==> config.mk <==
export PLATFORM = sky130hd
export DESIGN_NAME = conf_frame_ctrl
export DESIGN_NICKNAME = d
export VERILOG_FILES = /design/src/rtl/conf_frame_ctrl_pkg.sv /design/src/rtl/conf_frame_ctrl_tmo.sv /design/src/rtl/conf_frame_ctrl.sv
export SDC_FILE = /design/constraint.sdc
export NUM_CORES = 1
export LEC_CHECK = 0
export CELL_PAD_IN_SITES_DETAIL_PLACEMENT = 1
export CELL_PAD_IN_SITES_GLOBAL_PLACEMENT = 1
export CORE_MARGIN = 4
export CORE_UTILIZATION = 44
export CTS_CLUSTER_SIZE = 40
export DETAILED_ROUTE_END_ITERATION = 8
export PLACE_DENSITY = 0.83
export SETUP_SLACK_MARGIN = 0.05
export SLEW_MARGIN = 20
export SYNTH_ARGS = -nofsm -noshare
export SYNTH_HDL_FRONTEND = slang
export SYNTH_SLANG_ARGS = --single-unit
==> constraint.sdc <==
create_clock -name clk -period 3.4 [get_ports clk]
set_input_delay 0.68 -clock clk [delete_from_list [all_inputs] [get_ports clk]]
set_output_delay 0.68 -clock clk [all_outputs]
set_load 0.05 [all_outputs]
==> src/rtl/conf_frame_ctrl_pkg.sv <==
// Shared definitions for the configuration frame controller: parameter
// indices, frame constants, FSM state encodings and width helper.
package conf_pkg;

   function automatic int width(input int max_val);
      return (max_val < 2) ? 1 : $clog2(max_val + 1);
   endfunction

   localparam int CONF_PAR_MAX     = 255;
   localparam int PAR_W            = width(CONF_PAR_MAX);
   localparam int NUM_PAR          = 5;
   localparam int CONF_DEF         = 0;
   localparam int BYTE_TIMEOUT_DEF = 1040;
   localparam logic [7:0] SYNC_BYTE_DEF = 8'hA5;

   // 0 ref_gen, 1 phase_shift, 2 ocd_lvl, 3 inter_freq, 4 inter_duty
   typedef enum logic [2:0] {
      CONF_PAR_0 = 3'd0,
      CONF_PAR_1 = 3'd1,
      CONF_PAR_2 = 3'd2,
      CONF_PAR_3 = 3'd3,
      CONF_PAR_4 = 3'd4
   } conf_par_e;

   typedef logic [NUM_PAR-1:0][PAR_W-1:0] conf_arr_t;

   localparam logic [1:0] IDLE    = 2'd0;
   localparam logic [1:0] PAYLOAD = 2'd1;
   localparam logic [1:0] CHECK   = 2'd2;
   localparam logic [1:0] PENDING = 2'd3;

endpackage

==> src/rtl/conf_frame_ctrl_tmo.sv <==
// Loadable down-counter timeout: clr reloads, en counts, exp flags the
// cycle in which an enabled count passes zero.
module frame_tmo #(
   parameter int LOAD = 1039,
   parameter int W    = $clog2(LOAD + 1)
) (
   input  logic clk,
   input  logic rst,
   input  logic clr,
   input  logic en,
   output logic exp
);

   logic [W-1:0] cnt;

   always_ff @(posedge clk) begin
      if (rst || clr)
         cnt <= W'(LOAD);
      else if (en)
         cnt <= (cnt == '0) ? W'(LOAD) : cnt - W'(1);
   end

   assign exp = en && !clr && (cnt == '0);

endmodule

==> src/rtl/conf_frame_ctrl.sv <==
// Frame parser for UART-delivered configuration: SYNC, 5 params, XOR check;
// the new set is committed atomically only while the core is idle.
module conf_frame_ctrl
   import conf_pkg::*;
#(
   parameter logic [7:0] SYNC_BYTE    = SYNC_BYTE_DEF,
   parameter int         BYTE_TIMEOUT = BYTE_TIMEOUT_DEF
) (
   input  logic            clk,
   input  logic            rst,
   input  logic [7:0]      rx_data,
   input  logic            rx_valid,
   input  logic            core_idle,
   output conf_arr_t       conf,
   output logic            conf_upd,
   output logic            busy,
   output logic            err_sync,
   output logic            err_crc,
   output logic            err_tmo,
   output logic            err_busy
);

   localparam logic [2:0] IDX_LAST = 3'(NUM_PAR - 1);

   logic [1:0] state, state_nxt;
   logic [2:0] idx;
   logic [7:0] acc;
   conf_arr_t  shadow;
   logic       in_frame, tmo_exp;

   assign in_frame = (state == PAYLOAD) || (state == CHECK);

   // A byte arriving in the expiry cycle reloads the counter, so it wins.
   frame_tmo #(.LOAD(BYTE_TIMEOUT - 1)) u_tmo (
      .clk (clk),
      .rst (rst),
      .clr (!in_frame || rx_valid),
      .en  (in_frame && !rx_valid),
      .exp (tmo_exp)
   );

   always_comb begin
      state_nxt = state;
      case (state)
         IDLE:    if (rx_valid && rx_data == SYNC_BYTE) state_nxt = PAYLOAD;
         PAYLOAD: begin
            if (rx_valid && idx == IDX_LAST) state_nxt = CHECK;
            else if (tmo_exp)                state_nxt = IDLE;
         end
         CHECK: begin
            if (rx_valid)     state_nxt = (rx_data == acc) ? PENDING : IDLE;
            else if (tmo_exp) state_nxt = IDLE;
         end
         PENDING: if (core_idle) state_nxt = IDLE;
         default: state_nxt = IDLE;
      endcase
   end

   always_ff @(posedge clk) begin
      if (rst) begin
         state    <= IDLE;
         idx      <= '0;
         acc      <= '0;
         shadow   <= '0;
         conf     <= {NUM_PAR{PAR_W'(CONF_DEF)}};
         conf_upd <= 1'b0;
         busy     <= 1'b0;
         err_sync <= 1'b0;
         err_crc  <= 1'b0;
         err_tmo  <= 1'b0;
         err_busy <= 1'b0;
      end else begin
         state    <= state_nxt;
         busy     <= (state_nxt != IDLE);
         err_sync <= (state == IDLE) && rx_valid && (rx_data != SYNC_BYTE);
         err_crc  <= (state == CHECK) && rx_valid && (rx_data != acc);
         err_tmo  <= tmo_exp;
         err_busy <= (state == PENDING) && rx_valid;
         conf_upd <= (state == PENDING) && core_idle;

         if (state == IDLE && rx_valid && rx_data == SYNC_BYTE) begin
            idx <= '0;
            acc <= '0;
         end
         // Sync-valued payload bytes are plain data; no resync mid-frame.
         if (state == PAYLOAD && rx_valid) begin
            shadow[idx] <= PAR_W'(rx_data);
            acc         <= acc ^ rx_data;
            if (idx != IDX_LAST) idx <= idx + 3'd1;
         end
         if (state == PENDING && core_idle)
            conf <= shadow;
      end
   end

endmodule

==> key figures <==
CTS
  • CTS tree: done
  • Post-CTS Setup Inserts: 0
  • Clock-pin slew on the worst setup and hold paths: around 100 ps
  • H-tree depth: 3
  • Worst-case clock buffer depth: 2
  • Total CTS buffers: 9
  • Hold buffer count at CTS: 0
  • Clk_lat worst skew: 370 ps
  • Post_cts resized: 0
  • Clock Tree Root: clkbuf_8
  • CTS Sinks: 110

Synth
  • Post-synth EDFFs: 0
  • Top_reg_cell synth: dfxtp_1
  • Synth Instances: 504
  • Syn Nets: between 500 and 600
  • Post-synth cell types: 42
  • Flops & latches, synth: between 100 and 150
  • Top post-synthesis cells by area: dfxtp_1, nand2_1, mux2i_1, a21oi_1, nor2_1
  • Syn avg cell area: about 8.7 um^2
  • Seq/Total Area, Yosys: 0.503
  • Cell taking the most area after synthesis: dfxtp_1
  • Top-area cell type share of the netlist area: 0.503
  • Yosys warns: 0
  • Share of flip-flops with an asynchronous set or reset: 0
  • Mapped Area: between 4000 and 5000 um^2

STA
  • Final worst-path cycle share: 0.723
  • Unrepaired setup endpoints after global routing: no
  • Min Hold Slack: just over 400 ps
  • Hold Fails Final Rpt: 0
  • Count of final setup violators: 0
  • Crit path time final: 2460 ps
  • Count of pins over their slew limit: 0
  • Worst-case clock skew: approximately 13 ps
  • Maximum clock rate: 0.407 GHz
  • Final setup margin: between 900 and 1000 ps
  • Slew @ Worst Pin: around 990 ps
  • Max-slew headroom: 0.341
  • Setup TNS: 0 ps

Routing
  • DR WL/cell: 16.6 um
  • Vias/cell: about 5.3
  • DRC: 0
  • Routed wire length: roughly 11000 um
  • Initial drt markers: between 100 and 150
  • Vias: roughly 3600
  • Post-route ant nets: 0
  • DR pass1 iterations: 4

Worst setup path
  • Worst EP arrival: 2760 ps
  • WS Path Type: in -> reg
  • Crit-path max FO: 9
  • Startpoint Class: input port
  • Crit. Startpoint: rx_data[0]
  • Required @ worst endpoint: between 3000 and 4000 ps
  • Endpoint class of the critical path: flop
  • Critical R2R Launch: state[1]$_SDFF_PP0_

Final layout
  • Most common cell after layout, fill and taps aside: dfxtp_1
  • Area Growth Syn to Fin: 20.0%
  • Final Instance Area: roughly 5300 um^2
  • Share of cells above drive strength 1: 0.0668
  • Diode count: 0
  • Most frequent cells in the layout: dfxtp_1, nand2_1, a21oi_1, nor2_1, clkdlybuf4s50_1
  • Number of nets in the layout: 571

Global route
  • Number of global-route vias before repair: 3826
  • GRT overflow: 0
  • First-pass GRT wire length: 19000 um
  • Antenna violations before repair: 0
  • Gr usage total: 0.204
  • Largest net degree at the start of global routing: 54

Worst hold path
  • HP Class: reg -> reg
  • Hold Path Origin: u_tmo.cnt[0]$_SDFFE_PP1P_

Flow run
  • Max_cap viols: 0

Die
  • Die W: 108 um
  • Core footprint: slightly below 10000 um^2
  • Top Ports: 58
  • Site Rows: 36
  • Initial core utilization: 0.450
  • Height of the die: 108 um
  • Die area: about 12000 um^2

Placement
  • Post-DP HPWL: around 8000 um
  • Final GP Congestion: approximately 0.9
  • Port buffer count: 57
  • Placed cell area: 5070 um^2
  • Dpl ws: between 500 and 600 ps

Power
  • Tot Pwr: around 2.6 mW
  • Maximum vdd ir drop: 0.227 mV
  • Leak: between 1.5 and 2 nW
  • P per Cell Area: ~490 nW/um^2

Status
  • Status: completed
==> worst max-delay path: stages <==
cell             delay, ps
clkdlybuf4s50_1        650
nand4bb_1              260
nor2_1                  90
a31oi_1                640
o21ai_0                250
a21oi_1                180
==> synth_stat cells (all sizes together), types with 7 or more instances <==
library cell and instances:
dfxtp 110, nand2 100, a21oi 62, nor2 56
mux2i 32, clkbuf 28, nand3 14, xnor2 13
nand3b 10, o21ai 10, ha 9, buf 7
inv 7
==> where the power goes <==
part	internal, mW	switching [mW]	leakage, nW	total (mW)
sequential	1.33	0.0398	0.887	1.37
combinational	0.153	0.283	0.866	0.436
clock	0.293	0.464	0.0946	0.757
total	1.78	0.787	1.85	2.56
==> cells by family (layout without fill, tap and decap cells) <==
kind of cell	count (synthesis)	count (layout)	share of synthesized area
simple gates	211	211	0.223
flops	110	110	0.503
mux	32	32	0.0732
compound gates	85	85	0.109
buf+inv	42	92	0.0363
xor+xnor	15	15	0.0300
fa+ha+maj	9	9	0.0257
==> worst paths after layout <==
path	to	slack, ps	depth (start not counted)
min reg2reg	u_tmo.cnt[0]$_SDFFE_PP1P_	410	1
min	u_tmo.cnt[0]$_SDFFE_PP1P_	410	1
max	acc[4]$_SDFFE_PP0P_	940	6
max reg2reg	u_tmo.cnt[7]$_SDFFE_PP0P_	1110	7
==> through the flow <==
step            util  std cells
2_1_floorplan      -        504
3_3_place_gp   0.521        672
3_5_place_dp   0.521        672
4_1_cts        0.540        687
5_1_grt        0.540        687
6_report       0.540        687
==> flip-flops by register name, indices dropped and copies added (netlist names), 2 cells and up <==
signal / flops
conf: 40
shadow: 40
u_tmo.cnt: 11
acc: 8
idx: 3
state: 2
==> metal layers <==
metal  share of wire  up-vias  GRT usage
met2            0.51       62      0.360
met5               0        -          0
met1            0.43     1777      0.250
li1                -     1774          -
met3           0.032       21     0.0300
met4           0.022        0     0.0766
==> area by class of cell <==
cell class	count	area, um^2
repair buffers	70	663
inverters	7	26.3
multi-input cells	352	2020
fillers	1172	4480
clock buffers	10	138
clock inverters	5	42.5
flip-flops and latches	110	2200
well taps	133	166
Note: power is estimated with default switching activity, not from simulation.
